===== src/rtl/icache_pkg.sv =====
// Shared definitions for the direct-mapped instruction cache.
// Holds the width constants, the controller state encoding and the helpers that
// split a CPU byte address into tag / index / word-offset fields.
package icache_pkg;

  localparam int unsigned NUM_LINES  = 8;
  localparam int unsigned ADDR_W     = 10;
  localparam int unsigned TAG_W      = 3;
  localparam int unsigned INDEX_W    = 3;
  localparam int unsigned OFFSET_W   = 2;
  localparam int unsigned BLOCK_W    = 128;
  localparam int unsigned WORD_W     = 32;
  localparam int unsigned MEM_ADDR_W = TAG_W + INDEX_W;

  // Address layout: [9:7] tag, [6:4] index, [3:2] word offset, [1:0] byte (ignored).
  localparam int unsigned OFFSET_LSB = 2;
  localparam int unsigned INDEX_LSB  = OFFSET_LSB + OFFSET_W;

  typedef enum logic [1:0] {
    StIdle,
    StMemRead,
    StUpdate
  } icache_state_e;

  function automatic logic [TAG_W-1:0] addr_tag(input logic [ADDR_W-1:0] addr);
    return addr[ADDR_W-1 -: TAG_W];
  endfunction

  function automatic logic [INDEX_W-1:0] addr_index(input logic [ADDR_W-1:0] addr);
    return addr[INDEX_LSB +: INDEX_W];
  endfunction

  function automatic logic [OFFSET_W-1:0] addr_offset(input logic [ADDR_W-1:0] addr);
    return addr[OFFSET_LSB +: OFFSET_W];
  endfunction

endpackage


===== src/rtl/icache_line_store.sv =====
// Valid / tag / data storage for the instruction cache.
// Ports:
//   clk_i, rst_ni           clock, async active-low reset (clears every valid bit)
//   we_i                    install a line at wr_index_i
//   wr_index_i/tag_i/data_i line being installed
//   rd_index_i              combinational read index
//   rd_valid_o/tag_o/data_o contents of the line at rd_index_i
module icache_line_store #(
  parameter int unsigned NumLines = 8,
  parameter int unsigned TagW     = 3,
  parameter int unsigned DataW    = 128,
  localparam int unsigned IndexW  = $clog2(NumLines)
) (
  input  logic              clk_i,
  input  logic              rst_ni,
  input  logic              we_i,
  input  logic [IndexW-1:0] wr_index_i,
  input  logic [TagW-1:0]   wr_tag_i,
  input  logic [DataW-1:0]  wr_data_i,
  input  logic [IndexW-1:0] rd_index_i,
  output logic              rd_valid_o,
  output logic [TagW-1:0]   rd_tag_o,
  output logic [DataW-1:0]  rd_data_o
);

  logic [NumLines-1:0] valid_q;
  logic [TagW-1:0]     tag_q  [NumLines];
  logic [DataW-1:0]    data_q [NumLines];

  always_ff @(posedge clk_i or negedge rst_ni) begin
    if (!rst_ni) begin
      valid_q <= '0;
    end else if (we_i) begin
      valid_q[wr_index_i] <= 1'b1;
    end
  end

  // Tag and data need no reset: they are only observed behind a set valid bit.
  always_ff @(posedge clk_i) begin
    if (we_i) begin
      tag_q[wr_index_i]  <= wr_tag_i;
      data_q[wr_index_i] <= wr_data_i;
    end
  end

  assign rd_valid_o = valid_q[rd_index_i];
  assign rd_tag_o   = tag_q[rd_index_i];
  assign rd_data_o  = data_q[rd_index_i];

endmodule


===== src/rtl/instr_cache.sv =====
// Direct-mapped, read-only instruction cache.
// Hits return the instruction in the same cycle; a miss stalls the CPU, fetches
// the 16-byte block from instruction memory and installs it.
// Ports:
//   clock, reset                   clock, async active-low reset
//   cpu_read, cpu_address          fetch request and byte PC
//   cpu_instruction, cpu_busywait  selected word and CPU stall
//   mem_read, mem_address          block read request and block address {tag, index}
//   mem_readdata, mem_busywait     block data and memory busy
module instr_cache
  import icache_pkg::*;
(
  input  logic                  clock,
  input  logic                  reset,
  input  logic                  cpu_read,
  input  logic [ADDR_W-1:0]     cpu_address,
  output logic [WORD_W-1:0]     cpu_instruction,
  output logic                  cpu_busywait,
  output logic                  mem_read,
  output logic [MEM_ADDR_W-1:0] mem_address,
  input  logic [BLOCK_W-1:0]    mem_readdata,
  input  logic                  mem_busywait
);

  icache_state_e         state_q;
  logic                  mem_read_q;
  logic [MEM_ADDR_W-1:0] mem_addr_q;
  logic                  seen_busy_q;
  logic [BLOCK_W-1:0]    fill_q;

  logic               rd_valid;
  logic [TAG_W-1:0]   rd_tag;
  logic [BLOCK_W-1:0] rd_data;
  logic               hit;
  logic               line_we;

  // Fills use the latched {tag, index}, so a PC change mid-fill cannot corrupt a line.
  assign line_we = (state_q == StUpdate);

  icache_line_store #(
    .NumLines (NUM_LINES),
    .TagW     (TAG_W),
    .DataW    (BLOCK_W)
  ) u_line_store (
    .clk_i      (clock),
    .rst_ni     (reset),
    .we_i       (line_we),
    .wr_index_i (mem_addr_q[INDEX_W-1:0]),
    .wr_tag_i   (mem_addr_q[MEM_ADDR_W-1 -: TAG_W]),
    .wr_data_i  (fill_q),
    .rd_index_i (addr_index(cpu_address)),
    .rd_valid_o (rd_valid),
    .rd_tag_o   (rd_tag),
    .rd_data_o  (rd_data)
  );

  assign hit = cpu_read & rd_valid & (rd_tag == addr_tag(cpu_address));

  // Gate by valid so an empty line reads as zero instead of uninitialised data.
  assign cpu_instruction = rd_valid ? rd_data[{addr_offset(cpu_address), 5'b0} +: WORD_W]
                                    : '0;

  assign cpu_busywait = (state_q == StIdle) ? (cpu_read & ~hit) : 1'b1;
  assign mem_read     = mem_read_q;
  assign mem_address  = mem_addr_q;

  always_ff @(posedge clock or negedge reset) begin
    if (!reset) begin
      state_q     <= StIdle;
      mem_read_q  <= 1'b0;
      mem_addr_q  <= '0;
      seen_busy_q <= 1'b0;
      fill_q      <= '0;
    end else begin
      unique case (state_q)
        StIdle: begin
          if (cpu_read && !hit) begin
            state_q    <= StMemRead;
            mem_read_q <= 1'b1;
            mem_addr_q <= {addr_tag(cpu_address), addr_index(cpu_address)};
          end
        end
        StMemRead: begin
          if (mem_busywait) begin
            seen_busy_q <= 1'b1;
          end
          // Data is valid on the first edge after busy has been seen and has dropped.
          if (seen_busy_q && !mem_busywait) begin
            fill_q     <= mem_readdata;
            mem_read_q <= 1'b0;
            state_q    <= StUpdate;
          end
        end
        StUpdate: begin
          seen_busy_q <= 1'b0;
          mem_addr_q  <= '0;
          state_q     <= StIdle;
        end
        default: begin
          state_q    <= StIdle;
          mem_read_q <= 1'b0;
        end
      endcase
    end
  end

endmodule


===== config.mk =====
export PLATFORM = sky130hd
export DESIGN_NAME = instr_cache
export DESIGN_NICKNAME = d
export VERILOG_FILES = /design/src/rtl/icache_pkg.sv /design/src/rtl/icache_line_store.sv /design/src/rtl/instr_cache.sv
export SDC_FILE = /design/constraint.sdc
export NUM_CORES = 1
export LEC_CHECK = 0
export ABC_CLOCK_PERIOD_IN_PS = 13200
export CORE_MARGIN = 2
export CORE_UTILIZATION = 60
export CTS_CLUSTER_DIAMETER = 200
export DETAILED_ROUTE_END_ITERATION = 7
export PLACE_DENSITY = 0.9
export SLEW_MARGIN = 0
export SYNTH_ARGS = -nofsm -noshare
export SYNTH_HDL_FRONTEND = slang
export SYNTH_SLANG_ARGS = --single-unit

===== constraint.sdc =====
create_clock -name clock -period 13.2 [get_ports clock]
set_clock_uncertainty 0.1 [all_clocks]
set_input_delay 2.64 -clock clock [delete_from_list [all_inputs] [get_ports clock]]
set_output_delay 2.64 -clock clock [all_outputs]
set_load 0.02 [all_outputs]

==> results.cfg, run 1 <==
[status]
status = finished clean

[clocking]
clock_sinks = 1194
numCtsBuffers = 108
cts_tree = built
root_buffer = clkbuf_16
clock_latency_ps = 680
clk_pin_slew_ps = 60
cts_resized = 0
cts_hold_buf = 0
clockBufferDepth = 3
cts_max_level = 3
postCtsSetupRepairBufs = 0

[critical_path]
timing.rr.end = u_line_store.data_q[5][59]$_DFFE_PP_
r2r_cells = 5
startpoint = cpu_address[4]
critical_path_peak_fanout = 123
r2r_setup_slack_ps = 8730
arrival_ps = 6600
endpoint = cpu_instruction[20]
critPathLaunchType = input port
cp.required_ps = 10460
r2r_start = state_q[0]$_DFFE_PN0P_
critPathKind = input port to primary output
critPathCaptureType = primary output

[cells_and_area]
areaGrowthSynthToFinish_pct = 14.4
nNetsFinal = 2253
final_cell_area_um2 = 51800
regArea_um2 = 35100
drive_gt1_share_pct = 30.9
multi_input_area_um2 = 9760
nFillCells = 4086
final_common_cell = edfxtp_1
final_cell_mix = edfxtp_1, mux4_2, clkdlybuf4s50_1

[sta]
slew_headroom_pct = 21.2
whs_ps = 377
worst_slew_pin_slew_ps = 1180
grt_setup_unrepaired = no
setup_violations = 0
setup_tns_ps = 0
drv_slew = 0
finalCritPeriodShare_pct = 70.7
fmax_ghz = 0.107
timing.final.hold_violations = 0
min_period_ps = 9340

[logic_synthesis]
synthArstFlopShare_pct = 12.2
synth_cell_type_count = 35
syn-cell-area_um2 = 45300
seq_area_frac_synth_pct = 77.6
ys_ff_latch = 1194
synth_edf_count = 1048
syn_inst = 1887
synth_ff_type = edfxtp_1
yosysWarnings = 0
synth_nets = 2029
syn_avg_cell_area_um2 = 24.0

[floorplanning]
initial_core_util_pct = 60.7
dieHeight_um = 279
core_um2 = 74600
rows = 100
ios = 182
dieArea_um2 = 77700
die_w_um = 279

[global_route]
grt_max_degree = 133
grt-ovfl-total = 0
antenna_found_initial = 2
track_usage_pct = 28.4
grt_pass1_vias = 22800
grt_pass1_wl_mm = 157

[hold_path]
worstHoldPathType = flop to flop

[routing]
ant_nets = 0
firstDrtPassIters = 5
avgViaCountPerCell = 6.79
drc = 0
wl_per_cell_um = 33.8
drt_iter0_markers = 2904
vias = 21600
finalWirelength_mm = 108

[placement]
port_buffers = 179
gp_routability_congestion = 0.847
placed_area_um2 = 48200
hpwl_mm = 54.3

[pwr]
leakage_nw = 16.8
p_per_area_nw_per_um2 = 190
peakVddDrop_v = 0.000172

[flow_run]
max_cap_viol_count = 0
-- cell type report --
class	count	share of cell area (%)
diodes	1	0.00483
clock buffers	144	5.75
clock inverters	62	1.24
inverters	4	0.0290
multi-input cells	592	18.8
flip-flops and latches	1194	67.8
well taps	969	2.34
repair buffers	211	3.99
-- worst min path at each step --
stage / from / endpoint / slack, ps / cells past startpoint
2_1_floorplan: u_line_store.valid_q[2]$_DFFE_PN0P_ / u_line_store.valid_q[2]$_DFFE_PN0P_ / 330 / 1
3_3_place_gp: u_line_store.valid_q[7]$_DFFE_PN0P_ / u_line_store.valid_q[7]$_DFFE_PN0P_ / 350 / 1
3_5_place_dp: u_line_store.valid_q[0]$_DFFE_PN0P_ / u_line_store.valid_q[0]$_DFFE_PN0P_ / 350 / 1
4_1_cts: u_line_store.valid_q[1]$_DFFE_PN0P_ / u_line_store.valid_q[1]$_DFFE_PN0P_ / 380 / 1
5_1_grt: u_line_store.valid_q[1]$_DFFE_PN0P_ / u_line_store.valid_q[1]$_DFFE_PN0P_ / 400 / 1
6_report: u_line_store.valid_q[1]$_DFFE_PN0P_ / u_line_store.valid_q[1]$_DFFE_PN0P_ / 380 / 1
-- registers in the layout (all words and copies together) (netlist names) --
name	flops
seen_busy_q	1
u_line_store.tag_q	24
fill_q	128
u_line_store.data_q	1024
u_line_store.valid_q	8
mem_read	1
mem_address	6
state_q	2
-- worst max-delay path: stages --
cell and delay, ps:
buf_8 580, buf_12 610, mux4_2 640, mux4_2 480
mux2i_1 580, nor2_1 120, clkdlybuf4s50_1 580
-- per-stage QoR --
| step | worst slack (ps) | std cells | utilization, % | power (mW) |
|---|---|---|---|---|
| final | 3860 | 3177 | 69.5 | 9.86 |
| after global routing | 3340 | 3176 | 69.5 | 10.2 |
| after CTS | 3630 | 3176 | 69.5 | 9.90 |
| after detailed placement | 3740 | 2970 | 64.6 | 6.67 |
| after global placement | 3950 | 2970 | 64.6 | 6.51 |
| after floorplan | 2470 | 1887 | - | 6.11 |
-- kinds of logic (layout without fill, tap and decap cells) --
| family | after synthesis | count (layout) | share of synthesized area [%] |
|---|---|---|---|
| flip-flops | 1194 | 1194 | 77.6 |
| AO/OA/AOI/OAI | 24 | 24 | 0.373 |
| AND/OR/NAND/NOR | 73 | 73 | 0.729 |
| XOR/XNOR | 2 | 2 | 0.0387 |
| multiplexers | 493 | 493 | 20.3 |
| buffers and inverters | 101 | 421 | 1.04 |
| other | 0 | 1 | 0 |
-- synthesized netlist by cell type (2+ instances only) --
| master | count | area share [%] |
|---|---|---|
| o311ai_1 | 3 | 0.058 |
| xnor2_1 | 2 | 0.039 |
| nor2b_1 | 3 | 0.041 |
| buf_1 | 23 | 0.19 |
| o2111ai_1 | 3 | 0.058 |
| dfrtp_1 | 146 | 8.1 |
| a21o_1 | 2 | 0.033 |
| mux2i_1 | 38 | 0.84 |
| or2_2 | 9 | 0.12 |
| nand3_1 | 2 | 0.022 |
| inv_1 | 4 | 0.033 |
| nor3b_1 | 2 | 0.033 |
| mux4_2 | 326 | 16 |
| clkbuf_1 | 27 | 0.22 |
| edfxtp_1 | 1048 | 69 |
| buf_6 | 5 | 0.12 |
| nand2_1 | 10 | 0.083 |
| nand2b_1 | 2 | 0.028 |
| buf_2 | 41 | 0.45 |
| o21ai_0 | 8 | 0.088 |
| mux2_2 | 129 | 3.2 |
| nor3_1 | 2 | 0.022 |
| nor2_1 | 40 | 0.33 |
-- power breakdown --
part	total, mW	internal [mW]	switching [mW]
clock	3.21	1.83	1.38
sequential	5.58	5.00	0.578
combinational	1.08	0.518	0.561
-- metal layers --
layer	track usage, %	vias to the layer above	routed length (um)
met5	0	-	11
li1	-	8423	-
met2	48.4	1403	56600
met1	36.3	11500	37100
met4	10.4	2	4200
met3	6.26	253	9600
(Power assumes the default switching activity.)
==> inputs of run 2 (changes only) <==
ABC_CLOCK_PERIOD_IN_PS = 7660   (was 13200)
CORE_UTILIZATION = 54   (was 60)
PLACE_DENSITY = 0.86   (was 0.9)
clock period = 7.66 ns   (was 13.2 ns; I/O delays follow)
==> run 2 against run 1 <==
First-iteration DRC count is 28% lower. Clock power is 72% higher. Sequential share of layout area is 0.52 points lower. Power is 71% higher. Worst hold slack worse by 5.7 ps. Via count is 2.9% lower. Utilization is 6.8 points lower. Worst setup slack worse by 2600 ps. Die area is 11% higher. Global-route usage is 4.3 points lower. Non-clock buffer count is 10 higher. Critical endpoint is now cpu_instruction[23].
==> results.cfg, run 2 (synthesized netlist as in run 1, its figures left out) <==
[pwr]
p_per_area_nw_per_um2 = 323
power_mw = 16.9
leakage_nw = 16.9
peakVddDrop_v = 0.000325

[placement]
hpwl_mm = 53.2
dp.cells = 3091
gp_routability_congestion = 0.780
port_buffers = 179

[global_route]
grt_pass1_vias = 22300
grt-ovfl-total = 0
antenna_found_initial = 2
grt_max_degree = 133
grt_pass1_wl_mm = 150
track_usage_pct = 24.1

[routing]
avgViaCountPerCell = 6.35
firstDrtPassIters = 5
vias = 20900
drt_iter0_markers = 2096
ant_nets = 0
drc = 0
wl_per_cell_um = 30.9
finalWirelength_mm = 102

[floorplanning]
rows = 106
initial_core_util_pct = 54.4
dieHeight_um = 294
ios = 182
die_w_um = 294
dieArea_um2 = 86200
core_um2 = 83300

[cells_and_area]
layout.cells.non_filler = 3297
diodes = 0
drive_gt1_share_pct = 31.2
nNetsFinal = 2264
largest_register_ffs = 1024
areaGrowthSynthToFinish_pct = 15.3
final_common_cell = edfxtp_1
regMostFlops = u_line_store.data_q
final_cell_mix = edfxtp_1, mux4_2, clkdlybuf4s50_1
largest_registers = u_line_store.data_q: 1024 flops, fill_q: 128 flops, u_line_store.tag_q: 24 flops
nFillCells = 5228

[sta]
worst_slew_pin_slew_ps = 1100
fmax_ghz = 0.156
grt_setup_unrepaired = no
timing.final.hold_violations = 0
setup_violations = 0
min_period_ps = 6410
slew_headroom_pct = 26.6
drv_slew = 0
setup_tns_ps = 0
whs_ps = 372
finalCritPeriodShare_pct = 83.7

[hold_path]
worstHoldPathType = flop to flop

[clocking]
postCtsSetupRepairBufs = 0
clock_latency_ps = 670
clk_pin_slew_ps = 60
clock_sinks = 1194
clockBufferDepth = 3
cts_resized = 0
numCtsBuffers = 109
cts_tree = built
cts_hold_buf = 0
root_buffer = clkbuf_16
cts_max_level = 3

[critical_path]
critPathKind = input port to primary output
critPathCaptureType = primary output
critical_path_peak_fanout = 54
critPathLaunchType = input port
arrival_ps = 4780
cp.required_ps = 6030

[status]
status = finished clean

[flow_run]
max_cap_viol_count = 0
-- run 2: worst max-delay path, cell delays in order --
cell and delay, ps:
buf_8 500, buf_12 420, mux4_2 570, mux4_2 550, mux2i_1 430, nor2_1 80, clkdlybuf4s50_1 570
-- run 2: routing by layer --
metal / GRT usage (%) / up-vias / part of all wire, %
met2: 41.4 / 1102 / 53
met1: 30.9 / 11200 / 36
li1: - / 8447 / -
met3: 4.75 / 196 / 7.6
met4: 8.54 / 4 / 3.4
met5: 0 / - / 0.026
-- run 2: layout make-up --
cell class                 count  area, um^2  share of cell area, %
multi-input combinational    592        9780                   18.7
timing repair buffer         221        2260                   4.33
clock inverter                47         548                   1.05
inverter                       4        15.0                 0.0288
tap                         1080        1350                   2.59
sequential                  1194       35100                   67.3
clock buffer                 159        3140                   6.01
-- run 2: worst paths after layout --
path	startpoint	to	slack (ps)	cells after the start
worst max-delay path	cpu_address[4]	cpu_instruction[23]	1250	7
worst min-delay path	u_line_store.valid_q[0]$_DFFE_PN0P_	u_line_store.valid_q[0]$_DFFE_PN0P_	370	1
worst max register to register	state_q[0]$_DFFE_PN0P_	u_line_store.data_q[7][37]$_DFFE_PP_	4100	5
worst min register to register	u_line_store.valid_q[0]$_DFFE_PN0P_	u_line_store.valid_q[0]$_DFFE_PN0P_	370	1
max in group asynchronous	reset	fill_q[40]$_DFFE_PN0P_	5190	2
min in group asynchronous	reset	mem_address[3]$_DFFE_PN0P_	740	1
-- run 2: report_power, final --
part,internal (mW),switching [mW]
logic,0.901,0.922
clock network,3.16,2.35
registers,8.61,0.930
-- run 2: per-stage QoR --
stage	setup WS (ps)	area (um^2)	util (%)
2_1_floorplan	569	45300	-
3_3_place_gp	1400	48500	58.3
3_5_place_dp	1350	48500	58.3
4_1_cts	1290	52200	62.7
5_1_grt	1110	52200	62.7
6_report	1250	52200	62.7
